## src/rtl/etapa_busqueda.sv

```systemverilog
// MIPS instruction-fetch stage: PC register, req/ack fetch from instruction memory, one-entry buffer to decode.
// Optional macro ETAPA_BUSQUEDA_ALINEACION_EN adds misaligned-PC detection with an ERROR state.
module etapa_busqueda #(
  parameter logic [31:0] RESET_PC = 32'h0000_0000
) (
  input  logic        clk,
  input  logic        reset,
  input  logic [31:0] pc_siguiente,
  input  logic        flush,
  input  logic        stall,
  input  logic        imem_ack,
  input  logic [31:0] imem_dato,
  output logic [31:0] pc_mas4,
  output logic        imem_req,
  output logic [31:0] imem_dir,
  output logic [31:0] instr,
  output logic [31:0] pc_instr,
  output logic        instr_valida,
  output logic        error_alineacion
);

  typedef enum logic [1:0] {
    PEDIR     = 2'd0,
    LLENO     = 2'd1,
    DESCARTAR = 2'd2
`ifdef ETAPA_BUSQUEDA_ALINEACION_EN
    , ERROR   = 2'd3
`endif
  } estado_t;

  estado_t     estado_q, estado_d;
  logic [31:0] pc_q, pc_d;
  logic [31:0] dir_pend_q, dir_pend_d;
  logic [31:0] instr_q, instr_d;
  logic [31:0] pc_instr_q, pc_instr_d;
  logic        valida_q, valida_d;
  logic        desalineado;

`ifdef ETAPA_BUSQUEDA_ALINEACION_EN
  logic        err_q, err_d;
  assign desalineado      = (pc_q[1:0] != 2'b00);
  assign error_alineacion = err_q;
`else
  assign desalineado      = 1'b0;
  assign error_alineacion = 1'b0;
`endif

  assign pc_mas4      = pc_q + 32'd4;
  assign instr        = instr_q;
  assign pc_instr     = pc_instr_q;
  assign instr_valida = valida_q;
  // While discarding, the abandoned address must stay on the bus until its ack arrives.
  assign imem_dir     = (estado_q == DESCARTAR) ? dir_pend_q : pc_q;
  assign imem_req     = !reset &&
                        (((estado_q == PEDIR) && !desalineado) || (estado_q == DESCARTAR));

  always_comb begin
    estado_d   = estado_q;
    pc_d       = pc_q;
    dir_pend_d = dir_pend_q;
    instr_d    = instr_q;
    pc_instr_d = pc_instr_q;
    valida_d   = valida_q;
`ifdef ETAPA_BUSQUEDA_ALINEACION_EN
    err_d      = err_q;
`endif
    case (estado_q)
      PEDIR: begin
`ifdef ETAPA_BUSQUEDA_ALINEACION_EN
        // A redirect arriving with the misaligned PC replaces it before any fault is raised.
        if (desalineado) begin
          if (flush) begin
            pc_d = pc_siguiente;
          end else begin
            estado_d = ERROR;
            err_d    = 1'b1;
          end
        end else
`endif
        if (imem_ack) begin
          pc_d = pc_siguiente;
          if (!flush) begin
            instr_d    = imem_dato;
            pc_instr_d = pc_q;
            valida_d   = 1'b1;
            estado_d   = LLENO;
          end
        end else if (flush) begin
          dir_pend_d = pc_q;
          pc_d       = pc_siguiente;
          estado_d   = DESCARTAR;
        end
      end
      LLENO: begin
        if (flush) begin
          valida_d = 1'b0;
          pc_d     = pc_siguiente;
          estado_d = PEDIR;
        end else if (!stall) begin
          valida_d = 1'b0;
          estado_d = PEDIR;
        end
      end
      DESCARTAR: begin
        if (flush) pc_d = pc_siguiente;
        if (imem_ack) estado_d = PEDIR;
      end
`ifdef ETAPA_BUSQUEDA_ALINEACION_EN
      ERROR: begin
        if (flush) begin
          pc_d     = pc_siguiente;
          err_d    = 1'b0;
          estado_d = PEDIR;
        end
      end
`endif
      default: estado_d = PEDIR;
    endcase
  end

  always_ff @(posedge clk) begin
    if (reset) begin
      estado_q   <= PEDIR;
      pc_q       <= RESET_PC;
      instr_q    <= 32'h0;
      pc_instr_q <= 32'h0;
      valida_q   <= 1'b0;
`ifdef ETAPA_BUSQUEDA_ALINEACION_EN
      err_q      <= 1'b0;
`endif
    end else begin
      estado_q   <= estado_d;
      pc_q       <= pc_d;
      instr_q    <= instr_d;
      pc_instr_q <= pc_instr_d;
      valida_q   <= valida_d;
`ifdef ETAPA_BUSQUEDA_ALINEACION_EN
      err_q      <= err_d;
`endif
    end
  end

  always_ff @(posedge clk) begin
    dir_pend_q <= dir_pend_d;
  end

endmodule
```

## config.mk

```make
export PLATFORM = sky130hd
export DESIGN_NAME = etapa_busqueda
export DESIGN_NICKNAME = d
export VERILOG_FILES = /design/src/rtl/etapa_busqueda.sv
export SDC_FILE = /design/constraint.sdc
export NUM_CORES = 1
export LEC_CHECK = 0
export ABC_AREA = 1
export BUFFER_PORTS_ARGS = -buffer_cell sky130_fd_sc_hd__buf_2
export CORE_MARGIN = 2
export CORE_UTILIZATION = 45
export DETAILED_ROUTE_END_ITERATION = 12
export PLACE_DENSITY = 0.72
export SLEW_MARGIN = 20
export SYNTH_ARGS = -nofsm -noshare
export SYNTH_HDL_FRONTEND = slang
export SYNTH_SLANG_ARGS = --single-unit
```

## constraint.sdc

```tcl
create_clock -name clk -period 5.1 [get_ports clk]
set_clock_uncertainty 0.1 [all_clocks]
set_input_delay 0 -clock clk [delete_from_list [all_inputs] [get_ports clk]]
set_output_delay 0 -clock clk [all_outputs]
set_load 0.01 [all_outputs]
```

==> results_dict.tcl, run 1 <==
set metrics [dict create \
    outcome "complete, no violations" \
    maxSlewHeadroom 0.304 \
    grt_overflow 0 \
    p_int_w 0.00226 \
    start_util 0.457 \
    seqPwrFrac 0.403 \
    cts_buffers 17 \
    routedWlPerCell_um 14.4 \
    switching_share 0.321 \
    fp.dieH_um 117 \
    path_class "register to primary output" \
    synthCells 754 \
    crit_top_cell "nand2_1" \
    clockBufferDepth 2 \
    ios 200 \
    antenna_left 0 \
    power_switching_w 0.00107 \
    worst_pin_slew_ns 1.04 \
    avgViaCountPerCell 4.86 \
    report.final.setup_viol 0 \
    synth.distinct_cells 23 \
    vias 5761 \
    final.setup.tns_ns 0 \
    r2r_setup_slack_ns 2.81 \
    synth-seq-cells 131 \
    area_growth_pct 39.4 \
    leakage_nw 3.77 \
    synth_nets 828 \
    grt_usage 0.253 \
    routabilityCongestion 0.886 \
    yosys.area.top_type "dfxtp_1" \
    maxCapViolations 0 \
    synth_top_area_share 0.347 \
    final.min_clock_period_ns 2.79 \
    clk_latency_ns 0.42 \
    cts_tree "yes" \
    drive_gt1_frac 0.243 \
    initialDrtViolationCount 363 \
    crit_chain "inv_1, ha_2, clkinv_1, nand2_1, nand2_1, buf_2" \
    slowest_delay_ns 0.88 \
    powerDensity_mw_per_mm2 417 \
    synth_area_leaders "dfxtp_1 (35%), edfxtp_1 (17%), nor2_1 (13%)" \
    ir_worst_vdd_uv 231 \
    cts-root-buf "clkbuf_16" \
    htree_levels 4 \
    rsz0062_at_grt "false" \
    yosys_warnings 0 \
    worst_path_max_delay_cell "ha_2" \
    fin_crit_sh 0.546 \
    core-area_mm2 0.0125 \
    cts.clk_slew.worst_paths_ns 0.06 \
    grt_first_pass_wirelength_um 26600 \
    num_antenna_cells 0 \
    ctsHoldBuffers 66 \
    fmaxAchievable_mhz 359 \
    dieArea_mm2 0.0136 \
    critPathRequiredTime_ns 5.00 \
    routed_wl_um 17100 \
    grt_pass1_vias 5530 \
    firstDrtPassIters 5 \
    hpwlAfterDp_um 10900 \
    rows 41 \
    crit_arrival_ns 2.69 \
    crit_fanout 57 \
    io_buffers 198 \
    avgSynthCellArea_um2 7.59 \
    clkPwrFrac 0.350 \
    pwr-share-comb 0.247 \
    final-hold-violation-count 0 \
    antenna_found_initial 0 \
    slew_viol_final 0 \
    ctsResizeCount 0 \
    yosysSeqAreaShare 0.515 \
    drc 0 \
    syn_area_mm2 0.00572 \
    clock_sinks 131 \
    crit_path_start_kind "register" \
    die_x_um 117 \
    cts_setup_buffers 0 \
    worstSetupEndpointType "primary output" \
    grt_max_degree 100 \
    min_path_type "input port to register" \
    worst_hold_slack_ns 0.0132 \
    finish.net_count 1074 \
]
[final timing paths]
kind | depth (start not counted) | start | endpoint
max reg2reg | 7 | estado_q[0] | pc_q[9]
max | 6 | estado_q[0] | imem_dir[14]
min reg2reg | 0 | pc_q[31] | dir_pend_q[31]
min | 5 | flush | estado_q[1]
[flip-flops by register name (all words and copies together), names as in the netlist]
name and flops:
pc_q 32, dir_pend_q 32, instr 32, instr_valida 1, estado_q 2, pc_instr 32
[power by group through the flow]
stage | Combinational, W | Sequential, W | Clock [W]
2_1_floorplan | 0.000461 | 0.00136 | 0
3_3_place_gp | 0.000769 | 0.00135 | 0
3_5_place_dp | 0.000777 | 0.00136 | 0
4_1_cts | 0.000819 | 0.00134 | 0.00118
5_1_grt | 0.000921 | 0.00136 | 0.00123
6_report | 0.000822 | 0.00134 | 0.00117
[logic make-up (layout without fill, tap and decap cells)]
family,Yosys count,count (layout),share of synthesized area
simple gates,378,378,0.260
compound gates,145,145,0.128
flops,131,131,0.515
buf+inv,79,338,0.0634
xor+xnor,15,15,0.0230
fa+ha+maj,5,5,0.0109
other cells,1,1,0.000656
[synthesized netlist by cell type (all sizes together)]
master	instances
nand3b	2
buf	24
o21ai	123
edfxtp	32
conb	1
ha	5
nand3	16
nor2	204
nor3b	2
a21oi	22
clkbuf	15
xor2	15
dfxtp	99
clkinv	1
inv	39
nand2	154
[cells in the final DEF, fill, tap and decap left out, types with 15 or more instances in the layout]
cell type      instances
xor2_1                15
clkbuf_16             19
nand2_1              151
nand3_1               16
o21ai_0              122
nor2_1               197
inv_1                 35
dfxtp_1               99
a21oi_1               22
buf_2                198
dlygate4sd3_1         66
edfxtp_1              32
[cell type report]
type,instances,area [µm²]
Clock inverter,7,38.8
Clock buffer,25,538
Sequential cell,131,2940
Inverter,40,150
Fill cell,1109,4540
Tap cell,172,215
Timing Repair Buffer,266,1670
Multi-Input combinational cell,544,2420
[metrics by stage]
| step | area (µm²) | power [W] | instances | util | setup WS (ns) |
|---|---|---|---|---|---|
| after floorplan | 5720 | 0.00182 | 754 | - | 2.49 |
| after global placement | 6740 | 0.00212 | 1087 | 0.538 | 2.86 |
| after detailed placement | 6740 | 0.00213 | 1087 | 0.538 | 2.82 |
| after CTS | 7980 | 0.00334 | 1185 | 0.637 | 2.35 |
| after global routing | 7980 | 0.00350 | 1185 | 0.637 | 2.07 |
| final | 7980 | 0.00333 | 1185 | 0.637 | 2.31 |
[layer usage]
metal | share of wire | global-route usage | routed length (µm)
met2 | 0.49 | 0.418 | 8290
met3 | 0.068 | 0.0633 | 1150
met1 | 0.42 | 0.313 | 7190
met4 | 0.026 | 0.115 | 449
met5 | 0 | 0 | 0
[worst max-delay path: cells and delay by family (launching register included)]
kind	cells	cell delay [ns]
buffers and inverters	3	0.80
DFF	1	0.33
and+or+nand+nor	2	0.25
adders and majority gates	1	0.88
(Power assumes the default switching activity.)
==> run 2, diff against run 1 <==
--- a/config.mk
+++ b/config.mk
@@ -5,12 +5,12 @@
 export SDC_FILE = /design/constraint.sdc
 export NUM_CORES = 1
 export LEC_CHECK = 0
-export ABC_AREA = 1
+export ABC_AREA = 0
 export BUFFER_PORTS_ARGS = -buffer_cell sky130_fd_sc_hd__buf_2
 export CORE_MARGIN = 2
 export CORE_UTILIZATION = 45
 export DETAILED_ROUTE_END_ITERATION = 12
-export PLACE_DENSITY = 0.72
+export PLACE_DENSITY = 0.73
 export SLEW_MARGIN = 20
 export SYNTH_ARGS = -nofsm -noshare
 export SYNTH_HDL_FRONTEND = slang
==> constraint.sdc (replaced) <==
create_clock -name clk -period 2.83 [get_ports clk]
set_clock_uncertainty 0.1 [all_clocks]
set_input_delay 0 -clock clk [delete_from_list [all_inputs] [get_ports clk]]
set_output_delay 0 -clock clk [all_outputs]
set_load 0.01 [all_outputs]
==> run 2 against run 1 <==
Core utilization up 1.7 points. Count of clock-buffer cells in the layout down 5. Combinational power grew 6.2%. Non-clock buffer count increased by 5. Register-to-register slack worse by 2.1 ns. Synthesized cell count fell by 19%. Highest routed layer unchanged.
==> results_dict.tcl, run 2 <==
set metrics [dict create \
    cts_buffers 17 \
    synth_nets 688 \
    syn_area_mm2 0.00546 \
    synth_ff_type "dfxtp_1" \
    grt_max_degree 101 \
    cts_tree "yes" \
    power_switching_w 0.00145 \
    synth-seq-cells 131 \
    synth-xor-area-share 0.0465 \
    crit_arrival_ns 2.46 \
    drive_gt1_frac 0.318 \
    worst_pin_slew_ns 1.06 \
    clockBufferDepth 2 \
    area_growth_pct 42.7 \
    hpwlAfterDp_um 10000 \
    ir_worst_vdd_uv 327 \
    synthSimpleGateAreaFrac 0.196 \
    path_class "register to primary output" \
    firstDrtPassIters 5 \
    synthCells 614 \
    seqPwrFrac 0.414 \
    switching_share 0.275 \
    rows 40 \
    final.min_clock_period_ns 2.56 \
    powerDensity_mw_per_mm2 677 \
    drc 0 \
    vias 5252 \
    worst_path_max_delay_cell "nor3_2" \
    yosys_warnings 0 \
    outcome "complete, no violations" \
    worstHoldEndpoint "estado_q[1]" \
    cts.clk_slew.worst_paths_ns 0.06 \
    antenna_found_initial 0 \
    pwr-share-comb 0.166 \
    synth_area_leaders "dfxtp_1 (36%), edfxtp_1 (18%), nand2_1 (14%)" \
    htree_levels 4 \
    layout_setup_ws_ns 0.268 \
    routed_wl_um 16300 \
    final.setup.tns_ns 0 \
    avgViaCountPerCell 5.16 \
    crit_fanout 10 \
    hold_path.startpoint "imem_ack" \
    synth.distinct_cells 32 \
    fp.dieH_um 114 \
    initialDrtViolationCount 366 \
    num_antenna_cells 0 \
    core-area_mm2 0.0119 \
    clock_sinks 131 \
    synthTopCellsByCount "nand2_1 (203), dfxtp_1 (99), a21oi_1 (97), clkbuf_1 (33), edfxtp_1 (32)" \
    yosysSeqAreaShare 0.539 \
    io_buffers 198 \
    grt_overflow 0 \
    leakage_nw 3.40 \
    synth_compound_gate_area_share 0.0995 \
    synth_top_area_share 0.363 \
    fin_crit_sh 0.905 \
    crit_chain "ha_1, inv_1, nor3_2, nand4_1, xnor2_1, buf_2" \
    start_util 0.458 \
    die_x_um 114 \
    rr_worst_depth 6 \
    muxShareOfSynthArea 0.0656 \
    grt_pass1_vias 5201 \
    p_int_w 0.00382 \
    slew_viol_final 0 \
    synth_adder_area_share 0.0115 \
    p_total_w 0.00527 \
    r2r_setup_slack_ns 0.70 \
    cts_setup_buffers 0 \
    cts-root-buf "clkbuf_16" \
    r2r_start "estado_q[0]" \
    yosys.area.top_type "dfxtp_1" \
    fmaxAchievable_mhz 390 \
    finish.net_count 931 \
    place_ws_ns 0.748 \
    ios 200 \
    regToRegEndpoint "pc_q[14]" \
    grt_first_pass_wirelength_um 25400 \
    synth.most_common_cell "nand2_1" \
    routabilityCongestion 0.817 \
    synth-edff-count 32 \
    place_area_mm2 0.00652 \
    holdPathStages 4 \
    synth_top_family_by_area "simple AND/OR/NAND/NOR gates" \
    min_path_type "input port to register" \
    async_reset_ff_frac 0 \
    final_common_cell "nand2_1" \
    critPathRequiredTime_ns 2.73 \
    slowest_delay_ns 0.59 \
    rsz0062_at_grt "false" \
    antenna_left 0 \
    clk_latency_ns 0.42 \
    dieArea_mm2 0.0130 \
    clkPwrFrac 0.420 \
    final-hold-violation-count 0 \
    grt_usage 0.250 \
    crit_path_start_kind "register" \
    maxCapViolations 0 \
    worstSetupEndpointType "primary output" \
    report.final.setup_viol 0 \
    routedWlPerCell_um 16.0 \
    maxSlewHeadroom 0.296 \
    final_cell_mix "nand2_1 (203), buf_2 (197), dfxtp_1 (99)" \
    avgSynthCellArea_um2 8.89 \
    fin_area_mm2 0.00779 \
]
run 2: cell types whose count changed in the layout (fill, tap and decap cells not counted), sizes merged, moves of 4 or more:
cell    previous run  this run
xnor2              0        25
a21oi             22        97
inv               42        11
clkbuf            25        20
nor2             204         7
buf              200       206
nor2b              0         4
o21ai            123         3
nand2            154       203
nor3               0         6
nand4              0        12
xor2              15         4
mux2               0        30
run 2: power groups by stage:
stage	registers, W	logic [W]	clock network, W
4_1_cts	0.00218	0.000869	0.00224
2_1_floorplan	0.00219	0.000481	0
6_report	0.00218	0.000873	0.00222
3_3_place_gp	0.00221	0.000774	0
3_5_place_dp	0.00222	0.000794	0
5_1_grt	0.00220	0.000944	0.00232
run 2: worst max-delay path: cells and delay by family (launching register included):
kind | cells | cell delay [ns]
xor+xnor | 1 | 0.25
simple gates | 2 | 0.78
flops | 1 | 0.46
buf+inv | 2 | 0.25
fa+ha+maj | 1 | 0.30
run 2: layout make-up:
| type | instances | area, µm² |
|---|---|---|
| clock inverter | 12 | 115 |
| inverter | 8 | 30.0 |
| fill | 964 | 4120 |
| clock buffer | 20 | 500 |
| sequential | 131 | 2940 |
| tap | 147 | 184 |
| multi-input combinational | 428 | 2310 |
| timing repair buffer | 271 | 1700 |
run 2: worst max-delay path by stage:
stage / start / to / slack [ns] / cells after the start
2_1_floorplan: estado_q[0] / dir_pend_q[0] / 0.75 / 4
3_3_place_gp: pc_q[3] / pc_mas4[14] / 0.85 / 6
3_5_place_dp: estado_q[0] / pc_q[14] / 0.75 / 6
4_1_cts: pc_q[3] / pc_mas4[14] / 0.31 / 6
5_1_grt: pc_q[2] / pc_mas4[28] / 0.12 / 6
6_report: pc_q[3] / pc_mas4[28] / 0.27 / 6
run 2: metal layers:
metal / vias to the layer above / wire (µm) / track usage
li1: 2531 / - / -
met1: 2475 / 6620 / 0.292
met2: 208 / 8320 / 0.431
met3: 38 / 928 / 0.0609
met4: 0 / 437 / 0.125
met5: - / 0 / 0
run 2: metrics by stage:
stage          std cells  hold slack, ns  utilization
4_1_cts             1017        0.000213        0.654
5_1_grt             1017          0.0154        0.654
3_3_place_gp         920           0.140        0.547
6_report            1017          0.0172        0.654
2_1_floorplan        614          0.0360            -
3_5_place_dp         920           0.148        0.547
run 2: kinds of logic (layout without fill, tap and decap cells):
logic type	count (synthesis)	in the layout
compound gates	105	105
xor+xnor	29	29
fa+ha+maj	5	5
buf+inv	55	311
flops	131	131
mux	32	32
other cells	1	1
simple gates	256	256
run 2: timing repair:
item,CTS,global route
gates resized for setup,0,0
hold buffers,65,0
hold endpoints to repair,65,0
